File: src/rtl/boot_loader.sv
// boot_loader: copies a length-prefixed image from SPI flash (READ 0x03) into the CPU ROM,
// stalling the CPU until the load completes. Define BOOT_CHECKSUM_EN to verify a trailing checksum word.
module boot_loader #(
   parameter int          WORD_WIDTH = 16,
   parameter int          ADDR_WIDTH = 14,
   parameter logic [23:0] FLASH_BASE = 24'h100000,
   parameter int          SCK_DIV    = 2
) (
   input  logic                  CLK,
   input  logic                  RST_N,
   input  logic                  start,
   output logic                  FLASH_SCK,
   output logic                  FLASH_SSB,
   output logic                  FLASH_IO0,
   input  logic                  FLASH_IO1,
   output logic [ADDR_WIDTH-1:0] rom_addr,
   output logic [WORD_WIDTH-1:0] rom_data,
   output logic                  rom_load,
   output logic                  cpu_hold,
   output logic                  busy,
   output logic                  done,
   output logic                  error
);
   localparam int MAXBITS = (WORD_WIDTH > 24) ? WORD_WIDTH : 24;
   localparam int CW      = $clog2(MAXBITS);
   localparam int DW      = (SCK_DIV > 1) ? $clog2(SCK_DIV) : 1;
   localparam int GW      = $clog2(2 * SCK_DIV);
   localparam int LW      = ADDR_WIDTH + 1;

   typedef enum logic [3:0] {
      IDLE,
      CMD,
      ADDR,
      HDR,
      DATA,
`ifdef BOOT_CHECKSUM_EN
      CSUM,
`endif
      FINISH,
      DONE,
      ERROR
   } state_t;

`ifdef BOOT_CHECKSUM_EN
   localparam state_t POST_DATA = CSUM;
`else
   localparam state_t POST_DATA = FINISH;
`endif

   state_t                r_state;
   state_t                w_nextState;
   logic [DW-1:0]         r_divCnt;
   logic                  r_sck;
   logic [CW-1:0]         r_bitCnt;
   logic [31:0]           r_txShift;
   logic [WORD_WIDTH-2:0] r_rxShift;
   logic [LW-1:0]         r_len;
   logic [LW-1:0]         r_wordCnt;
   logic                  r_fail;
   logic                  r_startD;
   logic                  r_romLoad;
   logic [ADDR_WIDTH-1:0] r_romAddr;
   logic [WORD_WIDTH-1:0] r_romData;
   logic [GW-1:0]         r_guardCnt;
`ifdef BOOT_CHECKSUM_EN
   logic [WORD_WIDTH-1:0] r_sum;
`endif

   logic                  w_shifting;
   logic                  w_tick;
   logic                  w_rise;
   logic                  w_fall;
   logic                  w_phaseEnd;
   logic                  w_lastBit;
   logic                  w_lastWord;
   logic                  w_startRise;
   logic                  w_lenTooBig;
   logic [CW-1:0]         w_phaseLast;
   logic [WORD_WIDTH-1:0] w_rxWord;

   // The SPI clock only runs while a shifting phase is active; each phase has its own bit length.
   always_comb begin
      w_shifting  = 1'b0;
      w_phaseLast = CW'(WORD_WIDTH - 1);
      case (r_state)
         CMD: begin
            w_shifting  = 1'b1;
            w_phaseLast = CW'(7);
         end
         ADDR: begin
            w_shifting  = 1'b1;
            w_phaseLast = CW'(23);
         end
         HDR:  w_shifting = 1'b1;
         DATA: w_shifting = 1'b1;
`ifdef BOOT_CHECKSUM_EN
         CSUM: w_shifting = 1'b1;
`endif
         default: w_shifting = 1'b0;
      endcase
   end

   assign w_tick      = w_shifting && (r_divCnt == DW'(SCK_DIV - 1));
   assign w_rise      = w_tick && !r_sck;
   assign w_fall      = w_tick && r_sck;
   assign w_lastBit   = (r_bitCnt == w_phaseLast);
   assign w_phaseEnd  = w_fall && w_lastBit;
   assign w_lastWord  = ((r_wordCnt + LW'(1)) == r_len);
   assign w_startRise = start && !r_startD;
   assign w_rxWord    = {r_rxShift, FLASH_IO1};
   assign w_lenTooBig = ({{LW{1'b0}}, w_rxWord} > {{WORD_WIDTH{1'b0}}, 1'b1, {ADDR_WIDTH{1'b0}}});

   assign FLASH_SCK = r_sck;
   assign FLASH_IO0 = r_txShift[31];
   assign rom_load  = r_romLoad;
   assign rom_addr  = r_romAddr;
   assign rom_data  = r_romData;

   always_ff @(posedge CLK or negedge RST_N) begin
      if (!RST_N) begin
         r_state <= IDLE;
      end else begin
         r_state <= w_nextState;
      end
   end

   // Phase changes happen only on a falling SCK edge, so a DATA write pulse always lands inside DATA.
   always_comb begin
      w_nextState = r_state;
      busy        = 1'b1;
      cpu_hold    = 1'b1;
      done        = 1'b0;
      error       = 1'b0;
      FLASH_SSB   = 1'b0;
      case (r_state)
         IDLE: begin
            busy        = 1'b0;
            FLASH_SSB   = 1'b1;
            w_nextState = CMD;
         end
         CMD:  if (w_phaseEnd) w_nextState = ADDR;
         ADDR: if (w_phaseEnd) w_nextState = HDR;
         HDR: begin
            if (w_phaseEnd) begin
               if (r_fail) begin
                  w_nextState = FINISH;
               end else if (r_len == '0) begin
                  w_nextState = POST_DATA;
               end else begin
                  w_nextState = DATA;
               end
            end
         end
         DATA: if (w_phaseEnd && w_lastWord) w_nextState = POST_DATA;
`ifdef BOOT_CHECKSUM_EN
         CSUM: if (w_phaseEnd) w_nextState = FINISH;
`endif
         FINISH: begin
            FLASH_SSB = 1'b1;
            if (r_guardCnt == GW'(2 * SCK_DIV - 1)) begin
               w_nextState = r_fail ? ERROR : DONE;
            end
         end
         DONE: begin
            busy      = 1'b0;
            cpu_hold  = 1'b0;
            done      = 1'b1;
            FLASH_SSB = 1'b1;
            if (w_startRise) w_nextState = CMD;
         end
         ERROR: begin
            busy      = 1'b0;
            error     = 1'b1;
            FLASH_SSB = 1'b1;
            if (w_startRise) w_nextState = CMD;
         end
         default: begin
            busy        = 1'b0;
            FLASH_SSB   = 1'b1;
            w_nextState = IDLE;
         end
      endcase
   end

   always_ff @(posedge CLK or negedge RST_N) begin
      if (!RST_N) begin
         r_divCnt   <= '0;
         r_sck      <= 1'b0;
         r_bitCnt   <= '0;
         r_txShift  <= '0;
         r_rxShift  <= '0;
         r_len      <= '0;
         r_wordCnt  <= '0;
         r_fail     <= 1'b0;
         r_startD   <= 1'b0;
         r_romLoad  <= 1'b0;
         r_romAddr  <= '0;
         r_romData  <= '0;
         r_guardCnt <= '0;
`ifdef BOOT_CHECKSUM_EN
         r_sum      <= '0;
`endif
      end else begin
         r_startD  <= start;
         r_romLoad <= 1'b0;

         if (w_shifting) begin
            if (w_tick) begin
               r_divCnt <= '0;
               r_sck    <= ~r_sck;
            end else begin
               r_divCnt <= r_divCnt + DW'(1);
            end
         end else begin
            r_divCnt <= '0;
            r_sck    <= 1'b0;
         end

         // MISO is captured on the rising edge; a completed word is acted on in the same edge.
         if (w_rise) begin
            r_rxShift <= w_rxWord[WORD_WIDTH-2:0];
            if (w_lastBit) begin
               case (r_state)
                  HDR: begin
                     r_len  <= LW'(w_rxWord);
                     r_fail <= w_lenTooBig;
`ifdef BOOT_CHECKSUM_EN
                     r_sum  <= w_rxWord;
`endif
                  end
                  DATA: begin
                     r_romLoad <= 1'b1;
                     r_romAddr <= r_wordCnt[ADDR_WIDTH-1:0];
                     r_romData <= w_rxWord;
`ifdef BOOT_CHECKSUM_EN
                     r_sum     <= r_sum + w_rxWord;
`endif
                  end
`ifdef BOOT_CHECKSUM_EN
                  CSUM: if ((r_sum + w_rxWord) != '0) r_fail <= 1'b1;
`endif
                  default: ;
               endcase
            end
         end

         if (w_fall) begin
            r_txShift <= {r_txShift[30:0], 1'b0};
            if (w_lastBit) begin
               r_bitCnt <= '0;
               if (r_state == DATA) r_wordCnt <= r_wordCnt + LW'(1);
            end else begin
               r_bitCnt <= r_bitCnt + CW'(1);
            end
         end

         if (r_state == FINISH) begin
            r_guardCnt <= r_guardCnt + GW'(1);
         end else begin
            r_guardCnt <= '0;
         end

         // Every boot restarts from the header: command, address and counters are reloaded.
         if ((w_nextState == CMD) && (r_state != CMD)) begin
            r_txShift <= {8'h03, FLASH_BASE};
            r_bitCnt  <= '0;
            r_wordCnt <= '0;
            r_len     <= '0;
            r_fail    <= 1'b0;
         end
      end
   end

endmodule

File: config.mk
export PLATFORM = sky130hd
export DESIGN_NAME = boot_loader
export DESIGN_NICKNAME = d
export VERILOG_FILES = /design/src/rtl/boot_loader.sv
export SDC_FILE = /design/constraint.sdc
export NUM_CORES = 1
export LEC_CHECK = 0
export CORE_MARGIN = 1
export CORE_UTILIZATION = 50
export DETAILED_ROUTE_END_ITERATION = 10
export PLACE_DENSITY = 0.67
export SLEW_MARGIN = 20
export SYNTH_ARGS = -nofsm -noshare
export SYNTH_HDL_FRONTEND = slang
export SYNTH_SLANG_ARGS = --single-unit
File: constraint.sdc
create_clock -name CLK -period 2.5 [get_ports CLK]
set_input_delay 0.375 -clock CLK [delete_from_list [all_inputs] [get_ports CLK]]
set_output_delay 0.375 -clock CLK [all_outputs]
set_load 0.02 [all_outputs]
==> flow_summary.yaml, run 1 <==
clock_tree:
  cts_sinks: 103
  worstSkewPairLatency_ps: 380
  cts-root-buf: "clkbuf_8"
  clk_pin_slew_ps: 100
  cts_buffer_depth: 2
  numCtsBuffers: 9
  htree_levels: 3
  cts_tree: "yes"
worst_hold_path:
  min_to: "r_guardCnt[0]$_DFF_PN0_"
  whs_path_depth: 1
  hp-start: "r_guardCnt[0]$_DFF_PN0_"
  hp-class: "reg2reg"
final_layout:
  fillers: 835
  mostFrequentLayoutCell: "dfrtp_1"
  stdcell_count: 654
  antenna_cells: 0
  layout_common_cells: "100 x dfrtp_1, 75 x nand2_1, 42 x mux2_2"
  area_growth_pct: 16.87
  fin_area_um2: 5893
  drive_gt1_frac: 0.2131
  nets: 523
floorplan:
  die_area_um2: 10490
  rows: 36
  die_w_um: 102.4
  ioPinCount: 42
  die_y_um: 102.4
  start_util: 0.5159
  coreArea_um2: 9774
critical_path:
  startpoint_type: "flop"
  worstPathRequired_ps: 2120
  endpoint_kind: "primary output"
  critical_path_class: "reg2out"
  crit_fanout: 11
  rr_startpoint: "r_state[2]$_DFF_PN0_"
  r2r_cells: 7
  r2r_slack_ps: 170
  cp.arrival_ps: 2020
  r2r-end: "rom_addr[11]$_DFFE_PN0P_"
drt:
  ant_nets: 0
  route.detailed.drc: 0
  detail_route.wl_per_cell_um: 15.57
  vias: 3559
  drt_iter0_drc: 127
  firstDrtPassIters: 4
  viasPerCell: 5.442
  routed_wl_mm: 10.18
synthesis:
  syn_avg_cell_area_um2: 10.62
  seq_area_frac_synth: 0.5112
  yosysWarnings: 0
  synthDistinctLibCells: 56
  synth_cells: 475
  synth-edff-count: 0
  synthesis.nets: 482
  syn-cell-area_um2: 5042
  ys_async_sr_fraction: 1.000
  synth_seq_cells: 103
  ys.flop_type: "dfrtp_1"
timing:
  hold_viol_final: 0
  drv_slew: 0
  worst_slack_ps: 104.8
  worst_slew_pin_slew_ps: 530.2
  finalCritPeriodShare: 0.9581
  fmax_ghz: 0.4175
  finalSetupTns_ps: 0
  setup_viol: 0
  slew-limit-headroom: 0.6466
  min_period_ps: 2395
  hold-worst-slack_ps: 451.4
  fin_skew_ps: 16.50
place:
  place_congestion: 0.8521
  place_hpwl_mm: 7.085
  pre_cts_ws_ps: 193.7
  dp_cells: 637
  portBuffers: 41
  dpl-instance-area_um2: 5667
global_route:
  first_global_vias: 3545
  antenna_found_initial: 0
  grt_usage: 0.2176
  grt_start_max_net_pins: 65
  grt-ovfl-total: 0
  grt_pass1_wl_mm: 17.42
pwr:
  peakVddDrop_mv: 0.3903
  p_leak_nw: 2.543
  power.density_nw_per_um2: 500.9
outcome:
  outcome: "complete, no violations"
job:
  maxCapViolations: 0
## worst max-delay path, stage by stage, from the launching register on
cell,delay [ps]
dfrtp_1,570
nor2b_4,300
and3_1,180
clkdlybuf4s50_1,600
## power by group
| part | internal [mW] | switching (mW) |
|---|---|---|
| sequential | 1.69 | 0.0389 |
| combinational | 0.0613 | 0.0896 |
| clock | 0.500 | 0.569 |
| total | 2.25 | 0.698 |
## metrics by stage
step / util / power (mW)
after floorplan: - / 1.838
after global placement: 0.5797 / 1.913
after detailed placement: 0.5797 / 1.918
after CTS: 0.6018 / 2.994
after global routing: 0.6029 / 3.075
final: 0.6029 / 2.952
## how the worst max path moves through the flow
stage	start	to	depth (start not counted)
after floorplan	r_state[1]$_DFF_PN0_	r_wordCnt[11]$_DFFE_PN0P_	8
after global placement	r_state[3]$_DFF_PN0_	rom_addr[0]$_DFFE_PN0P_	7
after detailed placement	r_state[3]$_DFF_PN0_	rom_data[9]$_DFFE_PN0P_	7
after CTS	r_state[1]$_DFF_PN0_	FLASH_SSB	4
after global routing	r_state[2]$_DFF_PN0_	done	4
final	r_state[2]$_DFF_PN0_	error	3
## Yosys cell counts, types with 3 or more instances
cell | n | share of area
nand4_1 | 7 | 0.0087
mux2_2 | 42 | 0.094
nor4_1 | 9 | 0.011
a21oi_2 | 21 | 0.036
a2bb2oi_1 | 3 | 0.0052
nor3_1 | 8 | 0.0079
xnor2_1 | 23 | 0.040
nor3b_1 | 4 | 0.0060
a21oi_1 | 10 | 0.0099
nor2b_1 | 5 | 0.0062
clkbuf_1 | 15 | 0.011
inv_1 | 8 | 0.0060
buf_6 | 4 | 0.0089
nor2_1 | 34 | 0.025
nand2_1 | 75 | 0.056
dfrtp_1 | 103 | 0.51
ha_1 | 3 | 0.0074
xor2_1 | 12 | 0.021
o21ai_0 | 11 | 0.011
buf_2 | 9 | 0.0089
and3_1 | 9 | 0.011
nand3_1 | 10 | 0.0099
o22ai_1 | 8 | 0.0099
## flip-flops by register name, indices dropped and copies added, names as in the netlist
register    count
r_state         4
r_len          15
r_divCnt        1
r_bitCnt        5
r_rxShift      15
r_startD        1
rom_data       16
r_txShift      12
r_guardCnt      2
r_wordCnt      15
rom_load        1
rom_addr       14
FLASH_SCK       1
r_fail          1
## cell families after synthesis
family / count (synthesis) / synth area share
other cells: 1 / 0.0007437
simple gates: 175 / 0.1682
xor+xnor: 35 / 0.06079
compound gates: 76 / 0.1181
flops: 103 / 0.5112
fa+ha+maj: 3 / 0.007445
buf+inv: 39 / 0.03771
mux: 43 / 0.09578
## final cells by class
type / instances / area (µm²) / area share
tap: 133 / 166.4 / 0.02824
sequential: 103 / 2581 / 0.4380
timing repair buffer: 61 / 625.6 / 0.1062
clock buffer: 11 / 141.4 / 0.02399
inverter: 8 / 30.03 / 0.005096
multi-input combinational: 333 / 2287 / 0.3881
clock inverter: 5 / 61.31 / 0.01040
## per-layer routing
metal,vias up,routed length (µm),GRT usage,part of all wire
li1,1748,-,-,-
met1,1729,5042,0.3066,0.50
met2,73,4619,0.3308,0.45
met3,9,371,0.04925,0.036
met4,0,147,0.07692,0.014
met5,-,0,0,0
## what timing repair did
action / in CTS / in global routing
resized for setup: 1 / 5
endpoints found under the setup margin: 2 / 4
hold endpoints to repair: 39 / 0
hold buffers: 1 / 0
setup buffers: 0 / 0
(Power assumes the default switching activity.)
==> inputs of run 2 (changes only) <==
Settings changed: TNS_END_PERCENT set to 20.
==> results of run 2 <==
No change in the layout: final DEF, timing and power equal those of run 1.
